[src/rtl/axi_burst_writer.sv]
// Command-driven AXI4 write master: splits an (addr, len) command into INCR bursts fed from a valid/ready stream.
// Latency: awvalid the cycle after command accept; W data is a combinational pass-through of the stream.
// Backpressure: stream stalls while wready is low; commands are refused (cmd_ready=0) while busy.
module axi_burst_writer #(
    parameter int G_DATAWIDTH = 32,
    parameter int G_ID_WIDTH  = 1,
    parameter int G_AXI_ID    = 0,
    parameter int G_MAX_BURST = 16
) (
    input  logic                   s_aclk,
    input  logic                   s_areset,
    input  logic                   cmd_valid,
    output logic                   cmd_ready,
    input  logic [31:0]            cmd_addr,
    input  logic [15:0]            cmd_len,
    input  logic [G_DATAWIDTH-1:0] s_data,
    input  logic                   s_data_valid,
    output logic                   s_data_ready,
    output logic [G_ID_WIDTH-1:0]  m_axi_awid,
    output logic [31:0]            m_axi_awaddr,
    output logic [7:0]             m_axi_awlen,
    output logic [2:0]             m_axi_awsize,
    output logic [1:0]             m_axi_awburst,
    output logic                   m_axi_awvalid,
    input  logic                   m_axi_awready,
    output logic [G_DATAWIDTH-1:0] m_axi_wdata,
    output logic [3:0]             m_axi_wstrb,
    output logic                   m_axi_wlast,
    output logic                   m_axi_wvalid,
    input  logic                   m_axi_wready,
    input  logic [G_ID_WIDTH-1:0]  m_axi_bid,
    input  logic [1:0]             m_axi_bresp,
    input  logic                   m_axi_bvalid,
    output logic                   m_axi_bready,
    output logic                   busy,
    output logic                   done,
    output logic                   err
);

    typedef enum logic [2:0] {S_IDLE, S_AW, S_W, S_B, S_DONE} state_t;

    localparam logic [15:0] MAX_BEATS = 16'(G_MAX_BURST);

    state_t      state, state_nxt;
    logic        ready_en;
    logic [31:0] cur_addr;
    logic [15:0] remaining;
    logic [15:0] beat_cnt;
    logic [15:0] burst_beats;
    logic [15:0] beats;
    logic        unused_sig;

    // remaining is frozen while in AW, so awlen stays stable during an awready stall
    assign beats         = (remaining < MAX_BEATS) ? remaining : MAX_BEATS;
    assign m_axi_awid    = G_ID_WIDTH'(G_AXI_ID);
    assign m_axi_awaddr  = cur_addr;
    assign m_axi_awlen   = 8'(beats - 16'd1);
    assign m_axi_awsize  = 3'b010;
    assign m_axi_awburst = 2'b01;
    assign m_axi_wdata   = s_data;
    assign m_axi_wstrb   = 4'hF;
    assign busy          = (state != S_IDLE);
    assign unused_sig    = ^{m_axi_bid, cmd_addr[1:0]};

    always_ff @(posedge s_aclk) begin
        if (s_areset) begin
            state <= S_IDLE;
        end else begin
            state <= state_nxt;
        end
    end

    always_comb begin
        state_nxt     = state;
        cmd_ready     = 1'b0;
        m_axi_awvalid = 1'b0;
        m_axi_wvalid  = 1'b0;
        m_axi_wlast   = 1'b0;
        s_data_ready  = 1'b0;
        m_axi_bready  = 1'b0;
        done          = 1'b0;
        case (state)
            S_IDLE: begin
                // ready_en keeps cmd_ready low for the first cycle after reset
                cmd_ready = ready_en;
                if (cmd_valid && ready_en) begin
                    state_nxt = (cmd_len == 16'd0) ? S_DONE : S_AW;
                end
            end
            S_AW: begin
                m_axi_awvalid = 1'b1;
                if (m_axi_awready) begin
                    state_nxt = S_W;
                end
            end
            S_W: begin
                m_axi_wvalid = s_data_valid;
                s_data_ready = m_axi_wready;
                m_axi_wlast  = (beat_cnt == 16'd1);
                if (s_data_valid && m_axi_wready && (beat_cnt == 16'd1)) begin
                    state_nxt = S_B;
                end
            end
            S_B: begin
                m_axi_bready = 1'b1;
                if (m_axi_bvalid) begin
                    state_nxt = (remaining != 16'd0) ? S_AW : S_DONE;
                end
            end
            S_DONE: begin
                done      = 1'b1;
                state_nxt = S_IDLE;
            end
            default: state_nxt = S_IDLE;
        endcase
    end

    always_ff @(posedge s_aclk) begin
        if (s_areset) begin
            ready_en    <= 1'b0;
            cur_addr    <= '0;
            remaining   <= '0;
            beat_cnt    <= '0;
            burst_beats <= '0;
            err         <= 1'b0;
        end else begin
            ready_en <= 1'b1;
            case (state)
                S_IDLE: begin
                    if (cmd_valid && cmd_ready) begin
                        cur_addr  <= {cmd_addr[31:2], 2'b00};
                        remaining <= cmd_len;
                        err       <= 1'b0;
                    end
                end
                S_AW: begin
                    if (m_axi_awready) begin
                        beat_cnt    <= beats;
                        burst_beats <= beats;
                    end
                end
                S_W: begin
                    if (m_axi_wvalid && m_axi_wready) begin
                        beat_cnt  <= beat_cnt - 16'd1;
                        remaining <= remaining - 16'd1;
                    end
                end
                S_B: begin
                    if (m_axi_bvalid) begin
                        if (m_axi_bresp != 2'b00) begin
                            err <= 1'b1;
                        end
                        cur_addr <= cur_addr + {14'd0, burst_beats, 2'b00};
                    end
                end
                default: ;
            endcase
        end
    end

endmodule

[config.mk]
export PLATFORM = sky130hd
export DESIGN_NAME = axi_burst_writer
export DESIGN_NICKNAME = d
export VERILOG_FILES = /design/src/rtl/axi_burst_writer.sv
export SDC_FILE = /design/constraint.sdc
export NUM_CORES = 1
export LEC_CHECK = 0
export ABC_AREA = 1
export BUFFER_PORTS_ARGS = -buffer_cell sky130_fd_sc_hd__buf_2
export CAP_MARGIN = 10
export CORE_MARGIN = 10
export CORE_UTILIZATION = 54
export DETAILED_ROUTE_END_ITERATION = 16
export PLACE_DENSITY = 0.85
export SETUP_SLACK_MARGIN = 0.3
export SYNTH_ARGS = -nofsm -noshare
export SYNTH_HDL_FRONTEND = slang
export SYNTH_SLANG_ARGS = --single-unit
[constraint.sdc]
create_clock -name s_aclk -period 5.58 [get_ports s_aclk]
set_input_delay 0.279 -clock s_aclk [delete_from_list [all_inputs] [get_ports s_aclk]]
set_output_delay 0.279 -clock s_aclk [all_outputs]
set_load 0.005 [all_outputs]
After elaboration in Yosys (flattened, before gate mapping)
Cells that the tools add are included.

Add/subtract/negate cells: 4. Order comparisons: 1. Equality and inequality tests: 12. Mux-type cells: 29. Reductions and logical operators: 19.

Operators by type and width (count): 16-bit 2-to-1 mux (5); 32-bit 2-to-1 mux (2); 16-bit one-hot mux with 2 select lines (2); 32-bit one-hot mux with 2 select lines (1); 32-bit by 18-bit adder with 32-bit output (1); 16-bit by 1-bit subtractor with 16-bit output, second input constant (2); 3-bit 2-to-1 mux (6); 16-bit by 1-bit equality test with 1-bit output, second input constant (1); 16-bit logical NOT (1); 16-bit by 5-bit < comparator with 1-bit output, second input constant (1); 16-bit nonzero test (1); 2-bit inequality test, second input constant (7); 3-bit one-hot mux with 4 select lines (1); 1-bit 2-to-1 mux (11); 3-bit AND reduction (3); 4-bit AND reduction (2); 2-bit nonzero test (4); 8-bit by 1-bit subtractor with 8-bit output, second input constant (1); 3-bit by 2-bit equality test with 1-bit output, second input constant (2); 1-bit logical AND (5); 3-bit by 1-bit equality test with 1-bit output, second input constant (1); 3-bit equality test, second input constant (1); 3-bit logical NOT (1); 3-bit nonzero test (1); other kinds (2) (2).

Logic and storage cells: 72. Bits in registers: 85. Bits of input ports: 90.

Depth between registers and ports, before layout
Gate-level depths: netlist of the first run.

Depth in word-level cells: 5. Depth in mapped cells: 14. Mapped depth without buffers: 14.

Worst setup path after synthesis of the first run
Ideal clock, no wire load.

Path type: flip-flop to output port. Start: register remaining[8]. End: output m_axi_awlen[4]. Arrival time: 1.644 ns. Cell stages (with the launch flop): 11. Slack: 3.657 ns. Cell sequence: dfxtp_1 -> nor2_1 -> nand2_1 -> nor3_4 -> inv_2 -> nor2_1 -> inv_1 -> ha_1 -> inv_1 -> nor4_2 -> o21bai_1.

Cells in the longest elaborated chain, start to end: 3.

RTL lines: from (decl) (RTL line 47) `logic [15:0] remaining;`; from (signal assigned) (RTL line 132) `remaining <= cmd_len;`; from (signal assigned) (RTL line 145) `remaining <= remaining - 16'd1;`; 16-bit by 5-bit < comparator with 1-bit output (RTL line 54) `assign beats = (remaining < MAX_BEATS) ? remaining : MAX_BEATS;`; 16-bit 2-to-1 mux (RTL line 54); 8-bit by 1-bit subtractor with 8-bit output (RTL line 57) `assign m_axi_awlen = 8'(beats - 16'd1);`; to (decl) (RTL line 21) `output logic [7:0] m_axi_awlen,`.

Every way passes these cells.

Worst setup path after layout of the first run
Start: register state[1]. End: register cur_addr[18], in the netlist m_axi_awaddr[18].

Cells in the longest elaborated chain, start to end: 5. Elaborated cells between the ends (all ways): 9. Those cells by class: eq/ne: 3; mux: 2; reduce/logical: 4.

RTL lines: from (decl) (RTL line 44) `state_t state, state_nxt;`; from (signal assigned) (RTL line 69) `state <= state_nxt;`; 3-bit logical NOT (RTL line 82, 128); 1-bit 2-to-1 mux (RTL line 82) `case (state)`; 1-bit logical AND (RTL line 130) `if (cmd_valid && cmd_ready) begin`; 2-bit inequality test (no line); 3-bit AND reduction (no line); to (signal assigned) (RTL line 131) `cur_addr <= {cmd_addr[31:2], 2'b00};`; to (signal assigned) (RTL line 153) `cur_addr <= cur_addr + {14'd0, burst_beats, 2'b00};`; to (decl) (RTL line 46) `logic [31:0] cur_addr;`.

Parallel ways exist; a longest one is shown, timed or not. A chain may end at the register's enable or synchronous reset.

==> out/results.ini, run 1 <==
[run_status]
outcome=finished, final reports clean

[sta]
maxClockFrequency_mhz=333
timing.setup.tns_ns=0
setup_viol=0
finClkSkew_ns=0.00546
rsz0062_at_grt=no
drv_slew=0
min_period_ns=3.00
final_hold_viol_count=0
slew_headroom_pct=44.7
final.period_utilization_pct=53.8
whs_ns=0.202
tightestPinTransition_ns=0.829

[synth]
syn_area_per_cell_um2=6.15
synth_flop_cell=sky130_fd_sc_hd__dfxtp_1
synth_enable_flop_cells=0
post_synth_instance_area_um2=6230
syn_inst=1014
synth_seq_area_share_pct=26.7
number_of_different_library_cells_in_the_post_synthesis_netlist=48
ys_seq_elements=83
yosysWarnings=0
asr_flop_ratio_synth_pct=0

[clock_tree]
clkTransAtPathRegs_ns=0.06
clock-root-buffer=sky130_fd_sc_hd__clkbuf_16
cts_made_buffers=9
cts_tree=built
clock_sinks=83
cts_resized=0
h-tree-depth=3
cts_max_path_buffers=2
clk_latency_ns=0.35
cts_setup_buffers=0
cts_hold_buffers=0

[detailed_routing]
route.final.wire_length_mm=16.9
detail_route.wl_per_cell_um=14.0
ant_nets=0
detailroute.via_count=6356
detailedRoute.firstIterationViolations=475
drt-pass1-iter-count=8
drc=0
via_density_per_instance=5.25

[floorplan]
design.core.area_um2=11400
num_rows=39
die_height_um=127
io_pins=181
initial_core_util_pct=54.8
floorplan.die_area_um2=16200
die-width_um=127

[setup_path]
cpLargestDelayFamily=simple AND/OR/NAND/NOR gates
crit_arrival_ns=3.28
worstPathCellList=nand3_2, or2_1, nand2_2, inv_2, o21ai_2, o21ai_1, a21oi_1
critical_path_required_ns=5.86
criticalPathCategory=reg2reg
critical_path.endpoint_type=register
cp_num_buf_inv=1
cpMaxStageDelayCell=sky130_fd_sc_hd__nand2_2
critPathMaxFanout=40
crit_path_start_kind=register
critical_path.max_stage_delay_ns=0.59

[place]
port-buffer-count=101
hpwl_mm=12.7
gp_congestion=0.980
numPlacedInstances=1197

[final_layout]
final_net_count=1176
fillers=1133
layout-drive-gt1-share_pct=14.2
synthToLayoutAreaGrowth_pct=8.25
multiInputGateArea_um2=3610
fin_cells=1210
antenna_cells=0
final-seq-area_um2=1660

[global_routing]
maximum_number_of_pins_on_one_net_before_global_route_repair=45
grt_util_met3_pct=5.75
gr-usage-met1_pct=23.2
global_route.peak_usage_layer=met2
overflow=0
grt_util_all_layers_pct=20.4
grt_pass1_vias=6191
global_route_met2_utilization_pct=35.1
grt_first_pass_wirelength_mm=28.2
grt_antenna_before_repair=0

[power_and_ir_drop]
vdd.ir_drop.worst_mv=0.333
power.static_leakage_nw=3.35
power.density_cell_area_nw_per_um2=430

[min_path]
hp-class=in2reg

[job]
drv_cap=0

-- layout by cell type (no fill, tap or decap), types with 4 or more instances in the layout --
| cell | Yosys | layout |
|---|---|---|
| sky130_fd_sc_hd__or2_2 | 4 | 4 |
| sky130_fd_sc_hd__a211oi_1 | 4 | 4 |
| sky130_fd_sc_hd__clkbuf_16 | 0 | 9 |
| sky130_fd_sc_hd__inv_2 | 10 | 10 |
| sky130_fd_sc_hd__nor3_2 | 4 | 4 |
| sky130_fd_sc_hd__nand3_1 | 61 | 61 |
| sky130_fd_sc_hd__buf_2 | 7 | 101 |
| sky130_fd_sc_hd__conb_1 | 2 | 12 |
| sky130_fd_sc_hd__o211ai_1 | 8 | 8 |
| sky130_fd_sc_hd__xor2_1 | 20 | 20 |
| sky130_fd_sc_hd__dfxtp_1 | 83 | 83 |
| sky130_fd_sc_hd__and2_1 | 4 | 4 |
| sky130_fd_sc_hd__a31oi_1 | 7 | 7 |
| sky130_fd_sc_hd__nor2_1 | 131 | 131 |
| sky130_fd_sc_hd__ha_1 | 20 | 20 |
| sky130_fd_sc_hd__nand4_1 | 7 | 7 |
| sky130_fd_sc_hd__o21ai_1 | 4 | 4 |
| sky130_fd_sc_hd__a21oi_1 | 75 | 75 |
| sky130_fd_sc_hd__xnor2_1 | 4 | 4 |
| sky130_fd_sc_hd__inv_1 | 124 | 124 |
| sky130_fd_sc_hd__nand2_1 | 278 | 278 |
| sky130_fd_sc_hd__o21ai_0 | 51 | 51 |
| sky130_fd_sc_hd__nor3_1 | 8 | 8 |
-- worst reg2reg max path, stage by stage, from the launching register on --
cell and delay [ns]:
sky130_fd_sc_hd__dfxtp_1 0.56, sky130_fd_sc_hd__nand3_2 0.55, sky130_fd_sc_hd__or2_1 0.49, sky130_fd_sc_hd__nand2_2 0.59, sky130_fd_sc_hd__inv_2 0.32, sky130_fd_sc_hd__o21ai_2 0.16, sky130_fd_sc_hd__o21ai_1 0.09, sky130_fd_sc_hd__a21oi_1 0.17
-- final timing paths --
check	from	endpoint	slack [ns]	depth (start not counted)
setup / recovery	state[1]$_SDFFE_PP0P_	m_axi_awaddr[18]$_SDFFE_PP0P_	2.58	7
hold / removal	cmd_addr[2]	m_axi_awaddr[2]$_SDFFE_PP0P_	0.20	3
setup reg to reg	state[1]$_SDFFE_PP0P_	m_axi_awaddr[18]$_SDFFE_PP0P_	2.58	7
hold reg to reg	burst_beats[5]$_SDFFE_PP0P_	burst_beats[5]$_SDFFE_PP0P_	0.43	2
-- layer usage --
layer,routed length (um),up-vias
met5,0,-
met4,512,0
met3,1300,38
met2,8100,215
met1,7010,2854
li1,-,3249
-- synth_stat cells, types with 8 or more instances --
cell / number / area share (%)
sky130_fd_sc_hd__a21oi_1: 75 / 6.0
sky130_fd_sc_hd__buf_4: 45 / 5.4
sky130_fd_sc_hd__clkbuf_1: 13 / 0.78
sky130_fd_sc_hd__dfxtp_1: 83 / 27
sky130_fd_sc_hd__ha_1: 20 / 4.0
sky130_fd_sc_hd__inv_1: 124 / 7.5
sky130_fd_sc_hd__inv_2: 10 / 0.60
sky130_fd_sc_hd__nand2_1: 278 / 17
sky130_fd_sc_hd__nand3_1: 61 / 4.9
sky130_fd_sc_hd__nor2_1: 131 / 7.9
sky130_fd_sc_hd__nor3_1: 8 / 0.64
sky130_fd_sc_hd__o211ai_1: 8 / 0.96
sky130_fd_sc_hd__o21ai_0: 51 / 4.1
sky130_fd_sc_hd__xor2_1: 20 / 2.8
-- final cells by class --
type | count | area share, %
repair buffers | 102 | 7.60
multi-input cells | 733 | 53.5
clock buffers | 9 | 3.34
clock inverters | 4 | 0.668
inverters | 136 | 7.64
flip-flops and latches | 83 | 24.6
well taps | 143 | 2.65
-- stage by stage --
step | power (W) | util [%] | area (um2) | worst slack, ns
CTS | 0.00289 | 59.3 | 6750 | 2.57
finish | 0.00290 | 59.3 | 6750 | 2.58
global placement | 0.00228 | 57.0 | 6480 | 2.72
global route | 0.00315 | 59.3 | 6750 | 2.36
detailed placement | 0.00231 | 57.0 | 6480 | 2.59
floorplan | 0.00198 | - | 6270 | 3.66
-- where the power goes --
part	leakage (nW)	internal (W)	switching [W]	total (W)
sequential	0.678	0.000724	0.000140	0.000864
combinational	2.54	0.000508	0.000953	0.00146
clock	0.137	0.000337	0.000241	0.000578
-- sequential cells by signal, summed over array words and instances (netlist names) --
| register | count |
|---|---|
| burst_beats | 16 |
| ready_en | 1 |
| m_axi_awaddr | 30 |
| remaining | 16 |
| state | 3 |
| beat_cnt | 16 |
| err | 1 |
-- cell families after synthesis --
group | Yosys count | share of synthesized area [%]
AOI/OAI and AO/OA | 158 | 13.7
xor gates and xnor gates | 24 | 3.37
adders and majority gates | 21 | 4.34
buffers and inverters | 208 | 16.1
DFF | 83 | 26.7
other | 2 | 0.120
and+or+nand+nor | 518 | 35.7
(Power assumes the default switching activity.)
==> inputs of run 2 (changes only) <==
CORE_UTILIZATION = 53   (was 54)
PLACE_DENSITY = 0.83   (was 0.85)
clock period = 3.1 ns   (was 5.58 ns; I/O delays follow)
==> run 2 against run 1 <==
  * Count of clock-buffer cells in the layout is 3 higher
  * Clock skew is 0.0029 ns higher
  * Total power increased by 90%
  * Critical endpoint is now m_axi_awlen[4]
  * Clock power increased by 120%
  * Largest cell class unchanged
  * Non-clock buffer count is 7 higher
  * Final cell count increased by 0.83%
==> out/results.ini, run 2 (same netlist as run 1, synthesis figures left out) <==
[job]
drv_cap=0

[clock_tree]
clock-root-buffer=sky130_fd_sc_hd__clkbuf_16
clkTransAtPathRegs_ns=0.06
clock_sinks=83
cts_made_buffers=9
cts_resized=0
clk_latency_ns=0.35
h-tree-depth=3
cts_max_path_buffers=2
cts_tree=built

[detailed_routing]
detailedRoute.firstIterationViolations=587
route.final.wire_length_mm=17.2
ant_nets=0
detailroute.via_count=6392
drc=0
via_density_per_instance=5.24
detail_route.wl_per_cell_um=14.1
drt-pass1-iter-count=5

[min_path]
hp-class=in2reg

[place]
hpwl_mm=13.0
port-buffer-count=101
gp_congestion=0.939
numPlacedInstances=1203

[final_layout]
layout_common_cells=sky130_fd_sc_hd__nand2_1, sky130_fd_sc_hd__nor2_1, sky130_fd_sc_hd__inv_1
synthToLayoutAreaGrowth_pct=10.3
final-seq-area_um2=1660
fillers=1116
most_common_cell_after_layout_fill_and_taps_aside=sky130_fd_sc_hd__nand2_1
final_net_count=1183
antenna_cells=0
layout-drive-gt1-share_pct=14.8
multiInputGateArea_um2=3610
number_of_flip_flops_under_the_largest_register_name=30
fin_cells=1220
postLayoutCoreUtil_pct=59.9

[global_routing]
grt_first_pass_wirelength_mm=29.1
maximum_number_of_pins_on_one_net_before_global_route_repair=40
overflow=0
grt_util_all_layers_pct=20.8
grt_pass1_vias=6402
grt_antenna_before_repair=0

[power_and_ir_drop]
power.density_cell_area_nw_per_um2=802
vdd.ir_drop.worst_mv=0.480
power.static_leakage_nw=3.41

[floorplan]
initial_core_util_pct=54.4
floorplan.die_area_um2=16500
io_pins=181
num_rows=39
die_height_um=128
design.core.area_um2=11500
die-width_um=128

[setup_path]
crit_path_start_kind=register
critical_path_required_ns=2.94
criticalPathCategory=reg2out
critical_path.endpoint_type=primary output
critPathMaxFanout=7
crit_arrival_ns=2.49

[sta]
drv_slew=0
slew_headroom_pct=41.2
final.period_utilization_pct=85.4
maxClockFrequency_mhz=378
timing.setup.tns_ns=0
finClkSkew_ns=0.00838
setup_viol=0
min_period_ns=2.65
rsz0062_at_grt=no
final_hold_viol_count=0
tightestPinTransition_ns=0.881

[run_status]
outcome=finished, final reports clean

==> run 2: metal layers <==
metal	GRT usage [%]	vias to the layer above	share of wire [%]
li1	-	3273	-
met1	23.7	2856	41
met2	37.5	228	49
met3	4.64	35	7.1
met4	6.95	0	2.3
met5	0	-	0
==> run 2: path summary, 6_finish.rpt <==
| path | end | cells after the start | slack [ns] | from |
|---|---|---|---|---|
| min reg2reg | burst_beats[6]$_SDFFE_PP0P_ | 2 | 0.43 | burst_beats[6]$_SDFFE_PP0P_ |
| max | m_axi_awlen[4] | 11 | 0.45 | remaining[12]$_SDFFE_PP0P_ |
| min | m_axi_awaddr[3]$_SDFFE_PP0P_ | 3 | 0.08 | cmd_addr[3] |
| max reg2reg | remaining[8]$_SDFFE_PP0P_ | 9 | 0.78 | state[1]$_SDFFE_PP0P_ |
==> run 2: final cells by class <==
class	count	share of cell area, %
multi-input combinational	733	52.5
clock inverter	4	1.42
inverter	136	7.50
timing repair buffer	109	8.23
sequential	83	24.2
clock buffer	12	3.59
tap	143	2.60
==> run 2: stage by stage <==
step | power [W] | hold WS [ns] | cell area (um2) | setup WS [ns]
2_1_floorplan | 0.00356 | 0.316 | 6270 | 1.29
6_report | 0.00551 | 0.0819 | 6870 | 0.452
5_1_grt | 0.00596 | 0.104 | 6870 | 0.290
4_1_cts | 0.00548 | 0.0858 | 6870 | 0.468
3_3_place_gp | 0.00413 | 0.310 | 6520 | 0.856
3_5_place_dp | 0.00419 | 0.310 | 6520 | 0.810
==> run 2: what timing repair did <==
item | CTS | global route
setup buffers | 0 | 1
setup endpoints to repair | 0 | 1
hold buffers | 0 | 0
endpoints found under the hold margin | 0 | 0
==> run 2: power by group <==
part / leakage, nW / total (W) / internal (W) / switching (W)
clock: 0.163 / 0.00127 / 0.000811 / 0.000458
combinational: 2.57 / 0.00270 / 0.000948 / 0.00175
sequential: 0.678 / 0.00155 / 0.00130 / 0.000245
==> run 2: worst max-delay path, stage by stage (launching register included) <==
cell and delay (ns):
sky130_fd_sc_hd__dfxtp_1 0.35, sky130_fd_sc_hd__nor2_1 0.15, sky130_fd_sc_hd__nand3_1 0.14, sky130_fd_sc_hd__nor3_4 0.37, sky130_fd_sc_hd__inv_2 0.16, sky130_fd_sc_hd__nor2_1 0.11, sky130_fd_sc_hd__inv_1 0.10, sky130_fd_sc_hd__ha_1 0.24
sky130_fd_sc_hd__inv_1 0.12, sky130_fd_sc_hd__nor4_2 0.07, sky130_fd_sc_hd__o21bai_1 0.18, sky130_fd_sc_hd__buf_2 0.15
==> inputs of run 3 (changes only) <==
CORE_ASPECT_RATIO = 1.2   (was default)
CORE_UTILIZATION = 54   (was 53)
CTS_BUF_LIST = sky130_fd_sc_hd__clkbuf_2   (was default)
PLACE_DENSITY = 0.85   (was 0.83)
==> run 3 against run 2 <==
  * Sequential share of layout area shrank 0.98 points
  * Register-to-register slack lost 0.10 ns
  * Combinational power is essentially flat
  * Critical endpoint unchanged
==> out/results.ini, run 3 (same netlist as run 1, synthesis figures left out) <==
[clock_tree]
cts_tree=built
cts_resized=0
clk_latency_ns=0.59
clock_sinks=83
clock-root-buffer=sky130_fd_sc_hd__clkbuf_2
cts_made_buffers=9
h-tree-depth=3
clkTransAtPathRegs_ns=0.26
cts_max_path_buffers=2

[floorplan]
die_height_um=138
num_rows=42
floorplan.die_area_um2=16300
die-width_um=118
initial_core_util_pct=56.0
design.core.area_um2=11100
io_pins=181

[detailed_routing]
detailroute.via_count=6554
detailedRoute.firstIterationViolations=454
drc=0
via_density_per_instance=5.13
ant_nets=0
route.final.wire_length_mm=17.4
drt-pass1-iter-count=5
detail_route.wl_per_cell_um=13.7

[setup_path]
critical_path_required_ns=2.94
criticalPathCategory=reg2out
crit-reg2reg-capture=state[0]$_SDFFE_PP0P_
timing.rr.start=state[1]$_SDFFE_PP0P_
crit_end=m_axi_awlen[4]
cp_num_buf_inv=4
crit_arrival_ns=2.49
critPathMaxFanout=7
cpMaxStageDelayCell=sky130_fd_sc_hd__dfxtp_1
critical_path.endpoint_type=primary output
setup.reg_to_reg.worst_slack_ns=0.68
worstPathCellList=nor2_1, nand3_1, nor3_4, inv_2, nor2_1, inv_1, ha_1, inv_1, nor4_2, o21bai_1, buf_2
cpLargestDelayFamily=simple AND/OR/NAND/NOR gates
worst_r2r_path_cells=11
critical_path.max_stage_delay_ns=0.41
setup.worst_path.start=remaining[12]$_SDFFE_PP0P_
crit_path_start_kind=register
crit_cells=11

[final_layout]
layout-drive-gt1-share_pct=14.1
fillers=1041
final_net_count=1231
synthToLayoutAreaGrowth_pct=15.0
number_of_flip_flops_under_the_largest_register_name=30
layout_common_cells=sky130_fd_sc_hd__nand2_1, sky130_fd_sc_hd__nor2_1, sky130_fd_sc_hd__inv_1
most_common_cell_after_layout_fill_and_taps_aside=sky130_fd_sc_hd__nand2_1
antenna_cells=0

[sta]
maxClockFrequency_mhz=378
rsz0062_at_grt=no
min_period_ns=2.65
final_hold_viol_count=0
setup_viol=0
final.period_utilization_pct=85.3
layout_setup_ws_ns=0.455
drv_slew=0
tightestPinTransition_ns=0.854
finClkSkew_ns=0.0422
timing.setup.tns_ns=0
slew_headroom_pct=43.0

[job]
drv_cap=0

[global_routing]
maximum_number_of_pins_on_one_net_before_global_route_repair=40
grt_antenna_before_repair=0
grt_util_all_layers_pct=21.2
grt_pass1_vias=6251
grt_first_pass_wirelength_mm=29.3
overflow=0

[place]
hpwl_mm=12.9
post-place-ws_ns=0.839
port-buffer-count=101
gp_congestion=0.958

[power_and_ir_drop]
vdd.ir_drop.worst_mv=0.535
power.density_cell_area_nw_per_um2=687
power.static_leakage_nw=3.53

[run_status]
outcome=finished, final reports clean

[min_path]
hp-class=in2reg

==> run 3: cell count changes in the layout (fill, tap and decap cells not counted), sizes merged <==
cell         change
clkbuf           -3
clkinv           +3
bufinv           -1
buf              -1
dlygate4sd3     +49
==> run 3: timing repair <==
action                     CTS  global route
hold endpoints to repair    49             0
hold buffers                49             0
setup endpoints to repair    1             0
setup buffers                1             0
==> run 3: layout make-up <==
cell class	instances	area, um2	share of cell area (%)
clock inverters	6	81.3	1.13
inverters	136	515	7.19
clock buffers	9	45.0	0.629
flip-flops and latches	83	1660	23.2
well taps	154	193	2.69
repair buffers	157	1060	14.8
multi-input cells	733	3610	50.4
==> run 3: worst register-to-register path, delay by kind of cell, from the launching register on <==
kind / cells / cell delay, ns
flops: 1 / 0.60
compound gates: 2 / 0.21
simple gates: 6 / 0.46
buf+inv: 3 / 1.07
==> run 3: metrics by stage <==
stage | area, um2 | cells | power, W | hold WS [ns] | utilization, %
global placement | 6540 | 1213 | 0.00412 | 0.310 | 58.7
detailed placement | 6540 | 1213 | 0.00418 | 0.310 | 58.7
global route | 7170 | 1278 | 0.00535 | 0.0668 | 64.3
floorplan | 6270 | 1024 | 0.00356 | 0.316 | -
finish | 7170 | 1278 | 0.00492 | 0.0275 | 64.3
CTS | 7170 | 1278 | 0.00489 | 0.0124 | 64.3
==> run 3: worst min-delay path by stage <==
stage,from,endpoint,cells past startpoint
3_5_place_dp,s_data[0],m_axi_wdata[0],0
6_report,m_axi_bvalid,err$_SDFFE_PP0P_,4
3_3_place_gp,s_data[0],m_axi_wdata[0],0
2_1_floorplan,cmd_addr[2],m_axi_awaddr[2]$_SDFFE_PP0P_,2
5_1_grt,m_axi_bvalid,err$_SDFFE_PP0P_,4
4_1_cts,m_axi_bvalid,err$_SDFFE_PP0P_,4
==> run 3: power breakdown <==
group / leakage [nW] / internal (W) / total, W / switching, W
clock network: 0.0752 / 0.000256 / 0.000659 / 0.000403
registers: 0.678 / 0.00130 / 0.00155 / 0.000246
logic: 2.78 / 0.000994 / 0.00271 / 0.00172
total: 3.53 / 0.00255 / 0.00492 / 0.00237
==> run 3: per-layer routing <==
| layer | GRT usage (%) | part of all wire (%) |
|---|---|---|
| met1 | 23.4 | 40 |
| met2 | 38.7 | 50 |
| met3 | 5.04 | 6.8 |
| met4 | 8.39 | 2.6 |
| met5 | 0 | 0 |
